--- src/rtl/imm_gen_pipe_if.sv ---
// ---------------------------------------------------------------------------
// imm_gen_pipe_if
//
// Bundles the instruction-in / immediate-out handshake of imm_gen_pipe.
//
//   flush      producer -> block   discard every buffered entry
//   in_valid   producer -> block   inst is valid this cycle
//   in_ready   block -> producer   block can accept inst
//   inst       producer -> block   32-bit instruction word
//   out_valid  block -> consumer   head entry valid
//   out_ready  consumer -> block   consumer takes the head entry
//   imm        block -> consumer   sign-extended immediate of head entry
//   fmt        block -> consumer   format tag of head entry
//   is_rvc     block -> consumer   head entry came from a 16-bit instruction
//
// master: the surrounding pipeline (drives inst, takes results)
// slave : the immediate generator itself
// ---------------------------------------------------------------------------
interface imm_gen_pipe_if #(
    parameter int XLEN = 32
);
    logic            flush;
    logic            in_valid;
    logic            in_ready;
    logic [31:0]     inst;
    logic            out_valid;
    logic            out_ready;
    logic [XLEN-1:0] imm;
    logic [2:0]      fmt;
    logic            is_rvc;

    modport master (
        output flush, in_valid, inst, out_ready,
        input  in_ready, out_valid, imm, fmt, is_rvc
    );

    modport slave (
        input  flush, in_valid, inst, out_ready,
        output in_ready, out_valid, imm, fmt, is_rvc
    );
endinterface

--- src/rtl/imm_gen_pipe.sv ---
// ---------------------------------------------------------------------------
// imm_gen_pipe
//
// Decode-stage RISC-V immediate generator. Each accepted instruction word is
// decoded to a format tag and an XLEN-wide sign-extended immediate, and the
// result is parked in a 2-entry FIFO so fetch keeps flowing while execute
// back-pressures.
//
// Ports:
//   clk      rising-edge clock
//   reset_n  asynchronous active-low reset
//   bus      imm_gen_pipe_if.slave (flush, in/out valid-ready, inst, imm,
//            fmt, is_rvc)
//
// fmt encoding: 0=I 1=S 2=B 3=U 4=J 5=CI 6=CB/CJ 7=NONE
// ---------------------------------------------------------------------------
module imm_gen_pipe #(
    parameter int XLEN     = 32,
    parameter int ENABLE_C = 0,
    parameter int DEPTH    = 2
) (
    input  logic          clk,
    input  logic          reset_n,
    imm_gen_pipe_if.slave bus
);

    localparam logic [2:0] FMT_I    = 3'd0;
    localparam logic [2:0] FMT_S    = 3'd1;
    localparam logic [2:0] FMT_B    = 3'd2;
    localparam logic [2:0] FMT_U    = 3'd3;
    localparam logic [2:0] FMT_J    = 3'd4;
    localparam logic [2:0] FMT_CI   = 3'd5;
    localparam logic [2:0] FMT_CBJ  = 3'd6;
    localparam logic [2:0] FMT_NONE = 3'd7;

    if (!(XLEN == 32 || XLEN == 64) || DEPTH != 2) begin : g_param_check
        $error("imm_gen_pipe: XLEN must be 32 or 64 and DEPTH must be 2");
    end

    typedef struct packed {
        logic            is_rvc;
        logic [2:0]      fmt;
        logic [XLEN-1:0] imm;
    } entry_t;

    // Every raw immediate is already sign-extended to 32 bits, so widening
    // to XLEN is a plain signed cast.
    function automatic logic signed [XLEN-1:0] sext32(input logic signed [31:0] v);
        return XLEN'(v);
    endfunction

    // ---------------- decode (combinational on the incoming word) ----------
    logic [4:0]         opcode;
    logic [2:0]         funct3;
    logic signed [31:0] raw_i;
    logic signed [31:0] raw_s;
    logic signed [31:0] raw_b;
    logic signed [31:0] raw_u;
    logic signed [31:0] raw_j;
    logic signed [31:0] raw_ci;
    logic signed [31:0] raw_cj;
    logic signed [31:0] raw_cb;

    assign opcode = bus.inst[6:2];
    assign funct3 = bus.inst[15:13];

    assign raw_i  = {{20{bus.inst[31]}}, bus.inst[31:20]};
    assign raw_s  = {{20{bus.inst[31]}}, bus.inst[31:25], bus.inst[11:7]};
    assign raw_b  = {{19{bus.inst[31]}}, bus.inst[31], bus.inst[7],
                     bus.inst[30:25], bus.inst[11:8], 1'b0};
    assign raw_u  = {bus.inst[31:12], 12'b0};
    assign raw_j  = {{11{bus.inst[31]}}, bus.inst[31], bus.inst[19:12],
                     bus.inst[20], bus.inst[30:21], 1'b0};
    assign raw_ci = {{26{bus.inst[12]}}, bus.inst[12], bus.inst[6:2]};
    // c.j / c.jal: inst[12:2] holds offset[11|4|9:8|10|6|7|3:1|5]
    assign raw_cj = {{20{bus.inst[12]}}, bus.inst[12], bus.inst[8],
                     bus.inst[10:9], bus.inst[6], bus.inst[7], bus.inst[2],
                     bus.inst[11], bus.inst[5:3], 1'b0};
    // c.beqz / c.bnez: offset[8|4:3] in inst[12:10], offset[7:6|2:1|5] in inst[6:2]
    assign raw_cb = {{23{bus.inst[12]}}, bus.inst[12], bus.inst[6:5],
                     bus.inst[2], bus.inst[11:10], bus.inst[4:3], 1'b0};

    logic signed [31:0] dec_raw;
    logic [2:0]         dec_fmt;
    logic               dec_rvc;
    entry_t             dec_entry;

    always_comb begin
        dec_raw = '0;
        dec_fmt = FMT_NONE;
        dec_rvc = 1'b0;
        if (bus.inst[1:0] == 2'b11) begin
            case (opcode)
                5'b00000, 5'b00100, 5'b11001, 5'b00011, 5'b11100: begin
                    dec_fmt = FMT_I;
                    dec_raw = raw_i;
                end
                5'b01000: begin
                    dec_fmt = FMT_S;
                    dec_raw = raw_s;
                end
                5'b11000: begin
                    dec_fmt = FMT_B;
                    dec_raw = raw_b;
                end
                5'b01101, 5'b00101: begin
                    dec_fmt = FMT_U;
                    dec_raw = raw_u;
                end
                5'b11011: begin
                    dec_fmt = FMT_J;
                    dec_raw = raw_j;
                end
                default: begin
                    dec_fmt = FMT_NONE;
                    dec_raw = '0;
                end
            endcase
        end else if (ENABLE_C != 0) begin
            // Any 16-bit encoding is tagged RVC even when it has no immediate.
            dec_rvc = 1'b1;
            if (bus.inst[1:0] == 2'b01) begin
                case (funct3)
                    3'b000, 3'b010: begin
                        dec_fmt = FMT_CI;
                        dec_raw = raw_ci;
                    end
                    3'b001: begin
                        // c.jal exists only on RV32; on RV64 this slot is c.addiw.
                        if (XLEN == 32) begin
                            dec_fmt = FMT_CBJ;
                            dec_raw = raw_cj;
                        end
                    end
                    3'b101: begin
                        dec_fmt = FMT_CBJ;
                        dec_raw = raw_cj;
                    end
                    3'b110, 3'b111: begin
                        dec_fmt = FMT_CBJ;
                        dec_raw = raw_cb;
                    end
                    default: begin
                        dec_fmt = FMT_NONE;
                        dec_raw = '0;
                    end
                endcase
            end
        end
    end

    assign dec_entry = {dec_rvc, dec_fmt, sext32(dec_raw)};

    // ---------------- 2-entry output FIFO ----------------------------------
    logic [1:0] count_q, count_d;
    logic       wr_ptr_q, wr_ptr_d;
    logic       rd_ptr_q, rd_ptr_d;
    entry_t     mem_q [0:1];
    entry_t     mem_d [0:1];
    logic       push;
    logic       pop;
    logic       out_valid;
    entry_t     head;

    assign out_valid    = (count_q != 2'd0);
    assign bus.in_ready = (count_q < 2'd2);
    assign push         = bus.in_valid & bus.in_ready;
    assign pop          = out_valid & bus.out_ready;

    always_comb begin
        count_d  = count_q;
        wr_ptr_d = wr_ptr_q;
        rd_ptr_d = rd_ptr_q;
        mem_d    = mem_q;
        if (bus.flush) begin
            // Flush wins over any same-cycle push or pop.
            count_d  = 2'd0;
            wr_ptr_d = 1'b0;
            rd_ptr_d = 1'b0;
        end else begin
            if (push) begin
                mem_d[wr_ptr_q] = dec_entry;
                wr_ptr_d        = ~wr_ptr_q;
            end
            if (pop) begin
                rd_ptr_d = ~rd_ptr_q;
            end
            count_d = count_q + {1'b0, push} - {1'b0, pop};
        end
    end

    always_ff @(posedge clk or negedge reset_n) begin
        if (!reset_n) begin
            count_q  <= 2'd0;
            wr_ptr_q <= 1'b0;
            rd_ptr_q <= 1'b0;
        end else begin
            count_q  <= count_d;
            wr_ptr_q <= wr_ptr_d;
            rd_ptr_q <= rd_ptr_d;
        end
    end

    // Payload storage carries no reset; the empty-FIFO gating below keeps
    // stale or unknown contents off the outputs.
    always_ff @(posedge clk) begin
        mem_q <= mem_d;
    end

    // ---------------- head outputs -----------------------------------------
    assign head          = mem_q[rd_ptr_q];
    assign bus.out_valid = out_valid;
    assign bus.imm       = out_valid ? head.imm    : '0;
    assign bus.fmt       = out_valid ? head.fmt    : FMT_NONE;
    assign bus.is_rvc    = out_valid ? head.is_rvc : 1'b0;

endmodule
--- src/flat_wrapper.sv ---
// flat-port wrapper written by rule: the top's interface ports become plain ports
module imm_gen_pipe_flat 
#(
    parameter int XLEN     = 32,
    parameter int ENABLE_C = 0,
    parameter int DEPTH    = 2
)
  (clk, reset_n, bus_flush, bus_in_valid, bus_inst, bus_out_ready, bus_in_ready, bus_out_valid, bus_imm, bus_fmt, bus_is_rvc);
  imm_gen_pipe_if #(.XLEN(XLEN)) bus_i ();
  input  logic clk;
  input  logic reset_n;
  input wire logic [$bits(bus_i.flush)-1:0] bus_flush;
  input wire logic [$bits(bus_i.in_valid)-1:0] bus_in_valid;
  input wire logic [$bits(bus_i.inst)-1:0] bus_inst;
  input wire logic [$bits(bus_i.out_ready)-1:0] bus_out_ready;
  output wire logic [$bits(bus_i.in_ready)-1:0] bus_in_ready;
  output wire logic [$bits(bus_i.out_valid)-1:0] bus_out_valid;
  output wire logic [$bits(bus_i.imm)-1:0] bus_imm;
  output wire logic [$bits(bus_i.fmt)-1:0] bus_fmt;
  output wire logic [$bits(bus_i.is_rvc)-1:0] bus_is_rvc;
  assign bus_i.flush = bus_flush;
  assign bus_i.in_valid = bus_in_valid;
  assign bus_i.inst = bus_inst;
  assign bus_i.out_ready = bus_out_ready;
  assign bus_in_ready = bus_i.in_ready;
  assign bus_out_valid = bus_i.out_valid;
  assign bus_imm = bus_i.imm;
  assign bus_fmt = bus_i.fmt;
  assign bus_is_rvc = bus_i.is_rvc;
  imm_gen_pipe #(.XLEN(XLEN), .ENABLE_C(ENABLE_C), .DEPTH(DEPTH)) u_core (.clk(clk), .reset_n(reset_n), .bus(bus_i));
endmodule
--- config.mk ---
export PLATFORM = sky130hd
export DESIGN_NAME = imm_gen_pipe_flat
export DESIGN_NICKNAME = d
export VERILOG_FILES = /design/src/rtl/imm_gen_pipe_if.sv /design/src/rtl/imm_gen_pipe.sv /design/src/flat_wrapper.sv
export SDC_FILE = /design/constraint.sdc
export NUM_CORES = 1
export LEC_CHECK = 0
export BUFFER_PORTS_ARGS = -buffer_cell sky130_fd_sc_hd__buf_4
export CAP_MARGIN = 20
export CORE_ASPECT_RATIO = 0.6
export CORE_MARGIN = 2
export CORE_UTILIZATION = 57
export CTS_BUF_LIST = sky130_fd_sc_hd__clkbuf_8
export CTS_CLUSTER_DIAMETER = 120
export DETAILED_ROUTE_END_ITERATION = 16
export GPL_TIMING_DRIVEN = 0
export PLACE_DENSITY = 0.78
export SLEW_MARGIN = 5
export SYNTH_ARGS = -nofsm -noshare
export SYNTH_HDL_FRONTEND = slang
export SYNTH_SLANG_ARGS = --single-unit
export TNS_END_PERCENT = 30
--- constraint.sdc ---
create_clock -name clk -period 4.1 [get_ports clk]
set_input_delay 0.82 -clock clk [delete_from_list [all_inputs] [get_ports clk]]
set_output_delay 0.82 -clock clk [all_outputs]
set_load 0.02 [all_outputs]
==> impl_metrics.env, run 1 <==
export IMPL_fp_row_count=22
export IMPL_grt_pass1_wl_um=12100
export IMPL_reg2reg_to="u_core.count_q[1]"
export IMPL_fin_tns_setup_ns=0
export IMPL_syn_avg_cell_area_um2=12.6
export IMPL_min_period_over_period=0.701
export IMPL_highest_layer="met4"
export IMPL_die_x_um=109
export IMPL_synth_compound_area_frac=0.119
export IMPL_drive_above_1_share=0.326
export IMPL_fill_cells=441
export IMPL_min_period_ns=2.87
export IMPL_stdcell_count=471
export IMPL_path_clk_slew_ns=0.07
export IMPL_gp_congestion=0.866
export IMPL_insertion_delay_ns=0.34
export IMPL_synthArstFlopShare=0.0541
export IMPL_post_place_cells=456
export IMPL_cts_buffer_depth=2
export IMPL_cts_htree_levels=3
export IMPL_synth_top_family_by_area="simple AND/OR/NAND/NOR gates"
export IMPL_cp_start_kind="flip-flop"
export IMPL_synth_main_ff_cell="edfxtp_1"
export IMPL_yosys_warnings=0
export IMPL_worstPathMaxFanout=10
export IMPL_ys_seq_area_frac=0.586
export IMPL_antenna_found_initial=0
export IMPL_synth_edf_count=70
export IMPL_io_buffers=72
export IMPL_power_density_mw_per_mm2=554
export IMPL_cts_hold_fix_buffers=0
export IMPL_hold_path_class="primary input to asynchronous set/reset pin"
export IMPL_peakVddDrop_mv=0.266
export IMPL_synth_nets=337
export IMPL_pre_cts_ws_ns=1.44
export IMPL_slew_headroom=0.366
export IMPL_reg2reg_slack_ns=1.96
export IMPL_post_dp_cell_area_mm2=0.00444
export IMPL_area_growth_pct=24.5
export IMPL_finalWirelength_um=7800
export IMPL_routed_via_density=5.57
export IMPL_rsz0062_at_grt="false"
export IMPL_drtIter0Drc=129
export IMPL_p_leak_nw=1.69
export IMPL_met2_length_um=3430
export IMPL_synthesis_area_mm2=0.00376
export IMPL_grt_usage=0.231
export IMPL_core_mm2=0.00625
export IMPL_cts_buffers=9
export IMPL_dieArea_mm2=0.00728
export IMPL_status="complete, no violations"
export IMPL_grt_start_max_net_pins=36
export IMPL_fin_nets=422
export IMPL_skew_ns=0.00573
export IMPL_synth_fa_ha_area_frac=0.00933
export IMPL_dp_hpwl_um=5640
export IMPL_n_antenna_cell=0
export IMPL_final_core_util=0.748
export IMPL_dr_pass1_iters=4
export IMPL_ant_nets=0
export IMPL_die_h_um=66.9
export IMPL_synth_xor_area_frac=0.0117
export IMPL_setup_viol=0
export IMPL_cts_resized=0
export IMPL_root_buffer="clkbuf_8"
export IMPL_clock_fmax_mhz=348
export IMPL_slew_viol_final=0
export IMPL_synth_simple_area_share=0.138
export IMPL_drc_errors=0
export IMPL_final_area_mm2=0.00468
export IMPL_ys_types=50
export IMPL_avgRoutedWirePerCell_um=16.6
export IMPL_worst_pin_slew_ns=0.941
export IMPL_synthMuxAreaShare=0.0933
export IMPL_route_met3_wl_um=579
export IMPL_worstPathArrival_ns=2.05
export IMPL_cts_sinks=74
export IMPL_floorplan_initialDensity=0.601
export IMPL_rr_worst_depth=9
export IMPL_end_kind="output pin"
export IMPL_cts_tree="done"
export IMPL_synthCells=298
export IMPL_grt_pass1_vias=2414
export IMPL_path_class="flip-flop to output pin"
export IMPL_route_vias_total=2622
export IMPL_globalRouteOverflowTotal=0
export IMPL_cp_required_ns=3.28
export IMPL_hold_viol=0
export IMPL_post_cts_buffers=0
export IMPL_setup_slack_ns=1.23
export IMPL_ioPinCount=75
export IMPL_met1_length_um=3700
export IMPL_ys_ff_latch=74
export IMPL_maxCapViolCount=0
export IMPL_r2r_start="u_core.count_q[1]"
cells in the mapped netlist, types with 3 or more instances:
library cell | n | area [um^2]
a211oi_1 | 12 | 90.1
a211oi_2 | 11 | 138
a32oi_1 | 4 | 35.0
buf_2 | 6 | 30.0
buf_4 | 5 | 37.5
clkbuf_1 | 6 | 22.5
dfrtp_1 | 4 | 100
edfxtp_1 | 70 | 2100
inv_1 | 7 | 26.3
mux2i_1 | 35 | 350
nand2_1 | 31 | 116
nand3_1 | 3 | 15.0
nor2_1 | 40 | 150
nor2b_1 | 9 | 56.3
o21ai_0 | 4 | 20.0
xnor2_1 | 4 | 35.0
final cells by class:
cell class                 instances  area [um^2]  share of cell area
clock inverter                     6          108              0.0230
tap                               84          105              0.0225
clock buffer                       9          124              0.0265
inverter                           7         26.3             0.00562
buffer                            21          133              0.0284
timing repair buffer              74          571               0.122
multi-input combinational        196         1410               0.301
sequential                        74         2200               0.471
stage by stage:
| step | power (mW) | hold WS (ns) |
|---|---|---|
| 6_report | 2.59 | 0.258 |
| 5_1_grt | 2.71 | 0.246 |
| 4_1_cts | 2.61 | 0.244 |
| 3_5_place_dp | 1.96 | 0.602 |
| 3_3_place_gp | 1.93 | 0.562 |
| 2_1_floorplan | 1.56 | 0.524 |
cell families (layout without fill, tap and decap cells):
family,after synthesis,count (layout)
other,1,1
DFF,74,74
and+or+nand+nor,106,106
adders and majority gates,3,3
buffers and inverters,28,117
xor gates and xnor gates,5,5
muxes,35,35
AOI/OAI and AO/OA,46,46
worst max path at each step:
| stage | from | endpoint | slack, ns | depth (start not counted) |
|---|---|---|---|---|
| 4_1_cts | u_core.rd_ptr_q | bus_imm[10] | 1.20 | 5 |
| 3_5_place_dp | bus_inst[2] | u_core.mem_q[49] | 1.44 | 7 |
| 2_1_floorplan | bus_in_valid | u_core.mem_q[36] | 1.17 | 2 |
| 6_report | u_core.rd_ptr_q | bus_imm[10] | 1.23 | 5 |
| 5_1_grt | u_core.rd_ptr_q | bus_imm[10] | 1.09 | 5 |
| 3_3_place_gp | bus_in_valid | u_core.mem_q[51] | 0.31 | 3 |
routing by layer:
layer	GRT usage	vias up
met5	0	-
met1	0.321	1236
li1	-	1268
met2	0.358	108
met4	0.0657	0
met3	0.0646	10
power by group:
| group | switching, mW | internal [mW] |
|---|---|---|
| Combinational | 0.612 | 0.408 |
| Sequential | 0.0218 | 0.899 |
| Clock | 0.251 | 0.398 |
placed cells by master (no fill, tap or decap), types with 4 or more instances in the layout:
cell type	Yosys	final
edfxtp_1	70	70
buf_4	5	77
xnor2_1	4	4
a32oi_1	4	4
clkbuf_1	6	6
nand2_1	31	31
dfrtp_1	4	4
mux2i_1	35	35
buf_2	6	6
clkbuf_8	0	9
nor2b_1	9	9
a211oi_1	12	12
nor2_1	40	40
inv_1	7	8
o21ai_0	4	4
a211oi_2	11	11
state kept, by name, summed over array words and instances, names as in the netlist:
register         cells
u_core.rd_ptr_q      1
u_core.wr_ptr_q      1
u_core.count_q       2
u_core.mem_q        70
worst max-delay path, cell delays in order (launching register included):
cell      delay, ns
dfrtp_1        0.32
clkbuf_1       0.42
buf_2          0.40
mux2i_1        0.31
nor2_1         0.07
buf_4          0.18
Note: power is estimated with default switching activity, not from simulation.
==> run 2: changes to the inputs <==
Clock period 4.1 ns to 2.65 ns, I/O delays scaled along.
==> impl_metrics.env, run 2 (synthesis gave the netlist of run 1 again) <==
export IMPL_rr_worst_depth=9
export IMPL_p_total_mw=4.01
export IMPL_p_switching_mw=1.37
export IMPL_pre_cts_ws_ns=0.275
export IMPL_hold_ws_ns=0.398
export IMPL_drtIter0Drc=109
export IMPL_fp_row_count=22
export IMPL_ioPinCount=75
export IMPL_path_class="flip-flop to output pin"
export IMPL_r2r_start="u_core.count_q[1]"
export IMPL_peakVddDrop_mv=0.411
export IMPL_min_period_ns=2.42
export IMPL_hold_end="u_core.wr_ptr_q"
export IMPL_min_from="bus_flush"
export IMPL_cp_start_kind="flip-flop"
export IMPL_p_leak_nw=1.69
export IMPL_hold_viol=0
export IMPL_path_clk_slew_ns=0.07
export IMPL_post_dp_cell_area_mm2=0.00444
export IMPL_globalRouteOverflowTotal=0
export IMPL_worstPathArrival_ns=1.89
export IMPL_die_h_um=66.9
export IMPL_dr_pass1_iters=4
export IMPL_gp_congestion=0.866
export IMPL_core_mm2=0.00625
export IMPL_avgRoutedWirePerCell_um=16.6
export IMPL_end_kind="output pin"
export IMPL_cts_htree_levels=3
export IMPL_slew_headroom=0.364
export IMPL_reg2reg_slack_ns=0.51
export IMPL_finalWirelength_um=7800
export IMPL_cp_required_ns=2.12
export IMPL_maxCapViolCount=0
export IMPL_clock_fmax_mhz=414
export IMPL_insertion_delay_ns=0.34
export IMPL_worstPathMaxFanout=10
export IMPL_power_density_mw_per_mm2=856
export IMPL_cts_buffers=9
export IMPL_cts_buffer_depth=2
export IMPL_power_frac_clock=0.251
export IMPL_dp_hpwl_um=5640
export IMPL_slew_viol_final=0
export IMPL_die_x_um=109
export IMPL_grt_pass1_vias=2427
export IMPL_post_place_cells=456
export IMPL_power_internal_mw=2.64
export IMPL_setup_slack_ns=0.234
export IMPL_stdcell_count=471
export IMPL_fin_tns_setup_ns=0
export IMPL_hold_path_class="primary input to flip-flop"
export IMPL_largest_reg_flops=70
export IMPL_root_buffer="clkbuf_8"
export IMPL_reg2reg_to="u_core.count_q[1]"
export IMPL_cts_sinks=74
export IMPL_min_period_over_period=0.912
export IMPL_grt_pass1_wl_um=12200
export IMPL_worst_pin_slew_ns=0.944
export IMPL_top_register="u_core.mem_q"
export IMPL_dieArea_mm2=0.00728
export IMPL_grt_usage=0.232
export IMPL_floorplan_initialDensity=0.601
export IMPL_ant_nets=0
export IMPL_final_common_cell="buf_4"
export IMPL_cts_tree="done"
export IMPL_hold_depth=2
export IMPL_grt_start_max_net_pins=36
export IMPL_final_area_mm2=0.00468
export IMPL_route_vias_total=2646
export IMPL_rsz0062_at_grt="false"
export IMPL_n_antenna_cell=0
export IMPL_p_comb_frac=0.389
export IMPL_skew_ns=0.00563
export IMPL_area_growth_pct=24.7
export IMPL_setup_viol=0
export IMPL_antenna_found_initial=0
export IMPL_top_regs="u_core.mem_q x70, u_core.count_q x2"
export IMPL_switching_share=0.341
export IMPL_status="complete, no violations"
export IMPL_power_frac_seq=0.360
export IMPL_fin_nets=422
export IMPL_drc_errors=0
export IMPL_mostFrequentLayoutCells="buf_4, edfxtp_1, nor2_1, mux2i_1, nand2_1"
export IMPL_routed_via_density=5.62
export IMPL_drive_above_1_share=0.326
export IMPL_final_core_util=0.749
export IMPL_io_buffers=72
==> run 2: repair_timing <==
item                       4_1_cts  5_1_grt
hold endpoints to repair         4        0
gates resized for setup          0        0
hold buffers                     1        0
setup endpoints to repair        0        4
buffers inserted                 0        0
==> run 2: final cells by class <==
type	instances	area (um^2)
timing repair buffer	75	581
buffer	20	129
fill	442	1570
clock buffer	9	124
clock inverter	6	108
multi-input combinational	196	1410
inverter	7	26.3
tap	84	105
sequential	74	2200
==> run 2: critical path: stages (launching register included) <==
cell and delay (ns):
dfrtp_1 0.41, nor2_1 0.37, clkbuf_1 0.43, nor2_1 0.15
buf_4 0.19
==> run 2: worst max-delay path by stage <==
stage,startpoint,endpoint,slack [ns],cells past startpoint
floorplan,bus_in_valid,u_core.mem_q[36],0.01,2
global placement,bus_in_valid,u_core.mem_q[51],-0.85,3
detailed placement,bus_inst[2],u_core.mem_q[49],0.28,7
CTS,u_core.rd_ptr_q,bus_imm[10],0.04,5
global route,u_core.rd_ptr_q,bus_imm[10],0.13,4
finish,u_core.count_q[1],bus_imm[2],0.23,4
==> run 2: metal layers <==
| layer | wire length (um) | up-vias | GRT usage |
|---|---|---|---|
| met4 | 82 | 0 | 0.0673 |
| met2 | 3440 | 116 | 0.360 |
| met1 | 3640 | 1253 | 0.321 |
| met3 | 640 | 10 | 0.0646 |
| met5 | 0 | - | 0 |
| li1 | - | 1267 | - |
==> run 2: power groups by stage <==
stage / Clock [mW] / Sequential (mW) / Combinational, mW
global placement: 0 / 1.45 / 1.54
floorplan: 0 / 1.44 / 0.974
global route: 1.06 / 1.45 / 1.69
detailed placement: 0 / 1.45 / 1.59
finish: 1.00 / 1.44 / 1.56
CTS: 1.02 / 1.42 / 1.59
